--- src/rtl/ram_rw_ctl.sv ---
// ram_rw_ctl: parses a host byte stream into IRAM/DRAM write and read transfers.
// Define RAM_RW_CTL_CHKSUM_EN to append a mod-256 checksum byte to every command.
module ram_rw_ctl #(
   parameter int XLEN = 32
) (
   input  logic            clk_i,
   input  logic            rst_n_i,
   input  logic            in_valid_i,
   input  logic [7:0]      in_data_i,
   output logic            in_ready_o,
   output logic            out_valid_o,
   output logic [7:0]      out_data_o,
   input  logic            out_ready_i,
   output logic            iram_wr_sel_o,
   output logic            iram_rd_sel_o,
   output logic            dram_wr_sel_o,
   output logic            dram_rd_sel_o,
   output logic            wr_en_o,
   output logic [XLEN-1:0] wr_addr_o,
   output logic [XLEN-1:0] wr_data_o,
   output logic [3:0]      wr_byte_en_o,
   output logic [XLEN-1:0] rd_addr_o,
   input  logic [7:0]      rd_data_i,
   output logic            busy_o,
   output logic [2:0]      dbg_state_o
);

`ifdef RAM_RW_CTL_CHKSUM_EN
   typedef enum logic [2:0] {
      ST_IDLE    = 3'd0,
      ST_ADDR    = 3'd1,
      ST_LEN     = 3'd2,
      ST_WR_DATA = 3'd3,
      ST_RD_ADDR = 3'd4,
      ST_RD_WAIT = 3'd5,
      ST_RD_OUT  = 3'd6,
      ST_SUM     = 3'd7
   } state_t;
   localparam state_t ST_DONE = ST_SUM;
`else
   typedef enum logic [2:0] {
      ST_IDLE    = 3'd0,
      ST_ADDR    = 3'd1,
      ST_LEN     = 3'd2,
      ST_WR_DATA = 3'd3,
      ST_RD_ADDR = 3'd4,
      ST_RD_WAIT = 3'd5,
      ST_RD_OUT  = 3'd6
   } state_t;
   localparam state_t ST_DONE = ST_IDLE;
`endif

   state_t          state_q;
   state_t          state_d;
   logic            accept;
   logic            out_hs;
   logic            op_valid;
   logic            op_rd_q;
   logic            op_dram_q;
   logic            xfer_q;
   logic [1:0]      hdr_cnt_q;
   logic [23:0]     addr_sr_q;
   logic [XLEN-1:0] addr_q;
   logic [7:0]      len_lo_q;
   logic [15:0]     count_q;
   logic [15:0]     len_full;
   logic            last_byte;

   // Both streams: a byte moves on a rising edge where valid and ready are both
   // high; a source holds valid and data steady until that edge.
   assign accept    = in_valid_i && in_ready_o;
   assign out_hs    = out_valid_o && out_ready_i;
   assign op_valid  = (in_data_i == 8'h2A) || (in_data_i == 8'h2B) ||
                      (in_data_i == 8'h2C) || (in_data_i == 8'h2D);
   assign len_full  = {in_data_i, len_lo_q};
   assign last_byte = (count_q == 16'd1);

`ifdef RAM_RW_CTL_CHKSUM_EN
   logic [7:0] sum_q;
   logic [7:0] sum_d;

   always_comb begin
      sum_d = sum_q;
      if (state_q == ST_WR_DATA && accept) begin
         sum_d = sum_q + in_data_i;
      end else if (state_q == ST_RD_OUT && out_hs) begin
         sum_d = sum_q + out_data_o;
      end
   end

   always_ff @(posedge clk_i) begin
      if (!rst_n_i) begin
         sum_q <= '0;
      end else if (state_q == ST_IDLE && accept) begin
         sum_q <= '0;
      end else begin
         sum_q <= sum_d;
      end
   end
`endif

   always_ff @(posedge clk_i) begin
      if (!rst_n_i) begin
         state_q <= ST_IDLE;
      end else begin
         state_q <= state_d;
      end
   end

   always_comb begin
      state_d = state_q;
      case (state_q)
         ST_IDLE: begin
            if (accept && op_valid) state_d = ST_ADDR;
         end
         ST_ADDR: begin
            if (accept && hdr_cnt_q == 2'd3) state_d = ST_LEN;
         end
         ST_LEN: begin
            if (accept && hdr_cnt_q == 2'd1) begin
               if (len_full == 16'd0) begin
                  state_d = ST_DONE;
               end else if (op_rd_q) begin
                  state_d = ST_RD_ADDR;
               end else begin
                  state_d = ST_WR_DATA;
               end
            end
         end
         ST_WR_DATA: begin
            if (accept && last_byte) state_d = ST_DONE;
         end
         ST_RD_ADDR: state_d = ST_RD_WAIT;
         ST_RD_WAIT: state_d = ST_RD_OUT;
         ST_RD_OUT: begin
            if (out_hs) state_d = last_byte ? ST_DONE : ST_RD_ADDR;
         end
`ifdef RAM_RW_CTL_CHKSUM_EN
         ST_SUM: begin
            if (out_hs) state_d = ST_IDLE;
         end
`endif
         default: state_d = ST_IDLE;
      endcase
   end

   always_comb begin
      in_ready_o = 1'b0;
      case (state_q)
         ST_IDLE, ST_ADDR, ST_LEN, ST_WR_DATA: in_ready_o = 1'b1;
         default:                              in_ready_o = 1'b0;
      endcase
      busy_o        = (state_q != ST_IDLE);
      iram_wr_sel_o = xfer_q && !op_dram_q && !op_rd_q;
      iram_rd_sel_o = xfer_q && !op_dram_q &&  op_rd_q;
      dram_wr_sel_o = xfer_q &&  op_dram_q && !op_rd_q;
      dram_rd_sel_o = xfer_q &&  op_dram_q &&  op_rd_q;
      dbg_state_o   = state_q;
   end

   always_ff @(posedge clk_i) begin
      if (!rst_n_i) begin
         op_rd_q      <= 1'b0;
         op_dram_q    <= 1'b0;
         xfer_q       <= 1'b0;
         hdr_cnt_q    <= '0;
         addr_sr_q    <= '0;
         addr_q       <= '0;
         len_lo_q     <= '0;
         count_q      <= '0;
         wr_en_o      <= 1'b0;
         wr_addr_o    <= '0;
         wr_data_o    <= '0;
         wr_byte_en_o <= '0;
         rd_addr_o    <= '0;
         out_valid_o  <= 1'b0;
         out_data_o   <= '0;
      end else begin
         wr_en_o <= 1'b0;
         if (state_q != state_d) begin
            hdr_cnt_q <= '0;
         end else if (accept) begin
            hdr_cnt_q <= hdr_cnt_q + 2'd1;
         end
         case (state_q)
            ST_IDLE: begin
               // Opcode bit 0 selects read, bit 2 selects DRAM.
               if (accept && op_valid) begin
                  op_rd_q   <= in_data_i[0];
                  op_dram_q <= in_data_i[2];
               end
            end
            ST_ADDR: begin
               if (accept) begin
                  addr_sr_q <= {in_data_i, addr_sr_q[23:8]};
                  if (hdr_cnt_q == 2'd3) addr_q <= XLEN'({in_data_i, addr_sr_q});
               end
            end
            ST_LEN: begin
               if (accept) begin
                  if (hdr_cnt_q == 2'd0) begin
                     len_lo_q <= in_data_i;
                  end else begin
                     count_q <= len_full;
                     if (len_full != 16'd0) begin
                        xfer_q <= 1'b1;
                        if (op_rd_q) rd_addr_o <= addr_q;
                     end
                  end
               end
            end
            ST_WR_DATA: begin
               if (accept) begin
                  wr_en_o      <= 1'b1;
                  wr_addr_o    <= addr_q;
                  wr_data_o    <= XLEN'({4{in_data_i}});
                  wr_byte_en_o <= 4'b0001 << addr_q[1:0];
                  addr_q       <= addr_q + XLEN'(1);
                  count_q      <= count_q - 16'd1;
               end
            end
            ST_RD_WAIT: begin
               out_data_o  <= rd_data_i;
               out_valid_o <= 1'b1;
            end
            ST_RD_OUT: begin
               if (out_hs) begin
                  out_valid_o <= 1'b0;
                  addr_q      <= addr_q + XLEN'(1);
                  count_q     <= count_q - 16'd1;
                  if (!last_byte) rd_addr_o <= addr_q + XLEN'(1);
               end
            end
`ifdef RAM_RW_CTL_CHKSUM_EN
            ST_SUM: begin
               if (out_hs) out_valid_o <= 1'b0;
            end
`endif
            default: begin
            end
         endcase
`ifdef RAM_RW_CTL_CHKSUM_EN
         // Checksum byte includes the last data byte moved on the entry edge.
         if (state_d == ST_SUM && state_q != ST_SUM) begin
            out_valid_o <= 1'b1;
            out_data_o  <= sum_d;
         end
`endif
         if (state_d == ST_IDLE) xfer_q <= 1'b0;
      end
   end

endmodule

--- config.mk ---
export PLATFORM = sky130hd
export DESIGN_NAME = ram_rw_ctl
export DESIGN_NICKNAME = d
export VERILOG_FILES = /design/src/rtl/ram_rw_ctl.sv
export SDC_FILE = /design/constraint.sdc
export NUM_CORES = 1
export LEC_CHECK = 0
export CORE_UTILIZATION = 31
export CTS_CLUSTER_SIZE = 8
export DETAILED_ROUTE_END_ITERATION = 10
export GPL_TIMING_DRIVEN = 0
export PLACE_DENSITY = 0.5
export SLEW_MARGIN = 5
export SYNTH_ARGS = -nofsm -noshare
export SYNTH_HDL_FRONTEND = slang
export SYNTH_SLANG_ARGS = --single-unit
--- constraint.sdc ---
create_clock -name clk_i -period 3.6 [get_ports clk_i]
set_input_delay 0.72 -clock clk_i [delete_from_list [all_inputs] [get_ports clk_i]]
set_output_delay 0.72 -clock clk_i [all_outputs]
set_load 0.03 [all_outputs]
==> summary.txt <==
Net count of the mapped netlist -> 1176
Via count -> 9040
First-pass GRT wire length -> 51100 um
Final setup violating endpoints -> 0
Area Growth Syn to Fin -> 27.4%
Post-Syn Area -> 8920 um2
Final TNS setup -> 0 ns
Peak supply drop -> 236 uV
Final count of hold timing violations -> 0
Final critical-path required period -> 3.11 ns
Starting Density -> 0.318
Number of cell instances on the worst register-to-register path -> 6
Hold crit path type -> reg -> reg
Worst Skew -> 0.0124 ns
Detail Route Antenna Nets -> 0
Total number of nets in the final design -> 1331
Post-synth EDFFs -> 0
Die Area -> 29500 um2
Run status -> finished clean
Hold buffer count at CTS -> 0
FF-to-FF End -> wr_addr_o[29]
Routed wire length -> 33600 um
Most used flip-flop cell after synthesis -> dfxtp_1
Arrival @ worst endpoint -> 2.39 ns
Relative slew slack -> 0.209
Pin count of the biggest net entering global routing -> 19
CP required -> 2.88 ns
Initial antenna violation count -> 0
Fraction of the cycle the final worst path needs -> 0.865
Clock tree from TritonCTS -> built
First-pass iteration count of the detailed router -> 5
Sw Pwr -> 1.05 mW
Number of cells after detailed placement -> 1661
Clock H-tree levels -> 4
Die Height -> 172 um
Power density over the cells -> 355 nW/um2
Number of clock buffers inserted by TritonCTS -> 17
Cells after synthesis -> 1147
Nature of the critical path startpoint -> flip-flop
GPL Wtd Cong -> 0.893
Dpl cell area -> 10800 um2
Critical path capture point type -> output pin
Flip-flop and latch count after synthesis -> 174
Reg2Reg Setup Slack -> 0.80 ns
Total leakage power -> 3.86 nW
Critical Path Source -> dbg_state_o[2]
Drt initial violations -> 817
Latest clock arrival within the worst-skew pair -> 0.45 ns
Unrepaired setup endpoints after global routing -> no
Longest Clk Path Bufs -> 2
Cell internal pwr -> 2.98 mW
Maximum fanout count along the critical path -> 10
Filler-free cell count of the finished design -> 1694
Number of distinct library cell variants in the gate-level netlist after synthesis -> 77
Clock-pin slew on the worst setup and hold paths -> 0.07 ns
Critical path endpoint -> busy_o
Hold Crit Start -> wr_addr_o[28]
Sequential-to-total area share from yosys stat -> 0.390
Drc violations -> 0
Reported max-cap violation count -> 0
Total gr overflow -> 0
Combinational Power Share -> 0.036
Area of the core -> 28100 um2
# port buffers -> 136
Final instance area -> 11400 um2
Cell chosen for the clock root -> clkbuf_16
CTS Sinks -> 174
Number of gates resized after cts -> 0
Boundary pin count -> 139
Final worst hold slack -> 0.454 ns
Total number of placement rows -> 61
Fraction of final layout cells sized beyond drive strength 1 -> 0.109
Mean routed wirelength per cell -> 19.9 um
Sequential Power Share -> 0.479
Pins Over Slew Limit -> 0
Vias/cell -> 5.34
Fmax -> 321 MHz
Critical Setup Path Class -> reg -> out
Number of warning messages in the yosys log -> 0
Die boundary width -> 172 um
Synth Area per Inst -> 7.78 um2
Vias in the first global route -> 8407
Switching part of the total -> 0.260
Post-CTS setup-driven buffer insertion count -> 0
Actual transition at the worst max-transition pin -> 1.18 ns
Worst reg2reg path startpoint -> dbg_state_o[1]
All-layer global routing usage -> 0.231
Asr flop ratio synth -> 0
Share of power burned in the clock network -> 0.486
HPWL after detailed placement -> 24600 um
-- worst min-delay path by stage --
stage / to / cells past startpoint
6_report: wr_addr_o[28] / 2
4_1_cts: addr_sr_q[7] / 2
3_3_place_gp: addr_sr_q[7] / 2
5_1_grt: addr_sr_q[4] / 2
3_5_place_dp: addr_sr_q[7] / 2
2_1_floorplan: addr_sr_q[6] / 2
-- layout make-up --
| type | instances | area, um2 |
|---|---|---|
| Fill cell | 2994 | 16700 |
| Sequential cell | 174 | 3480 |
| Clock buffer | 18 | 439 |
| Timing Repair Buffer | 136 | 1360 |
| Buffer | 129 | 689 |
| Multi-Input combinational cell | 832 | 4710 |
| Clock inverter | 14 | 169 |
| Inverter | 12 | 45.0 |
| Tap cell | 378 | 473 |
| Antenna cell | 1 | 2.50 |
-- synthesized netlist by cell type (5+ instances only) --
cell	count	area, um2
nand2_1	216	811
dfxtp_1	174	3480
a21oi_1	144	721
nor3_1	49	245
clkbuf_1	48	180
buf_2	46	230
nor2_1	46	173
nand3_1	45	225
o21ai_0	42	210
a211oi_1	30	225
buf_4	29	218
xnor2_1	22	193
and2_1	19	119
nand4_1	19	119
nor4_1	19	119
o21a_1	15	113
inv_1	11	41.3
a31oi_1	10	62.6
and3_1	10	62.6
or3_1	10	62.6
ha_1	9	113
o22ai_1	9	56.3
o31a_1	8	70.1
xor2_1	8	70.1
a21boi_0	7	52.6
nand2b_1	6	37.5
o31ai_1	6	45.0
a21o_1	5	37.5
buf_6	5	56.3
o211ai_1	5	37.5
o221a_2	5	56.3
-- worst max-delay path, cell delays in order, from the launching register on --
cell and delay [ns]:
dfxtp_1 0.34, buf_4 0.17, buf_4 0.20, clkbuf_1 0.37
or3_1 0.18, clkdlybuf4s50_1 0.68
-- per-layer routing --
layer / track usage / up-vias / share of wire
li1: - / 4351 / -
met1: 0.318 / 4302 / 0.47
met2: 0.354 / 346 / 0.44
met3: 0.0545 / 41 / 0.072
met4: 0.0745 / 0 / 0.019
met5: 0 / - / 0
-- flip-flops by register name, indices dropped and copies added, names as in the netlist, 4 cells and up --
signal,count
count_q,16
wr_byte_en_o,4
rd_addr_o,32
addr_q,32
addr_sr_q,24
out_data_o,8
wr_data_o,8
wr_addr_o,32
len_lo_q,8
-- layout by cell type, fill, tap and decap left out, types with 7 or more instances in the layout --
| master | count |
|---|---|
| a211oi_1 | 30 |
| a21boi_0 | 7 |
| a21oi_1 | 144 |
| a31oi_1 | 10 |
| and2_1 | 19 |
| and3_1 | 10 |
| buf_2 | 46 |
| buf_4 | 29 |
| clkbuf_1 | 48 |
| clkbuf_16 | 17 |
| clkdlybuf4s50_1 | 136 |
| dfxtp_1 | 174 |
| ha_1 | 9 |
| inv_1 | 11 |
| nand2_1 | 216 |
| nand3_1 | 45 |
| nand4_1 | 19 |
| nor2_1 | 46 |
| nor3_1 | 49 |
| nor4_1 | 19 |
| o21a_1 | 15 |
| o21ai_0 | 42 |
| o22ai_1 | 9 |
| o31a_1 | 8 |
| or3_1 | 10 |
| xnor2_1 | 22 |
| xor2_1 | 8 |
-- metrics by stage --
stage / utilization / setup slack (ns) / power [mW]
floorplan: - / 1.45 / 2.04
global placement: 0.383 / 0.0970 / 2.12
detailed placement: 0.383 / 0.138 / 2.12
CTS: 0.405 / 0.475 / 4.05
global route: 0.405 / 0.341 / 4.13
finish: 0.405 / 0.487 / 4.03
-- power by group through the flow --
stage / sequential [mW] / clock [mW] / combinational [mW]
after global placement: 1.97 / 0 / 0.141
after CTS: 1.93 / 1.98 / 0.142
after global routing: 1.93 / 2.05 / 0.152
after detailed placement: 1.97 / 0 / 0.141
after floorplan: 1.97 / 0 / 0.0666
final: 1.93 / 1.96 / 0.144
-- cell families after synthesis --
| kind of cell | count (synthesis) | share of synthesized area |
|---|---|---|
| AO/OA/AOI/OAI | 311 | 0.215 |
| adder cells (fa/ha/maj) | 9 | 0.0126 |
| XOR/XNOR | 31 | 0.0313 |
| multiplexers | 3 | 0.00337 |
| AND/OR/NAND/NOR | 478 | 0.265 |
| buffers and inverters | 141 | 0.0823 |
| flip-flops | 174 | 0.390 |
No activity file was read; power rests on OpenSTA's default activity.
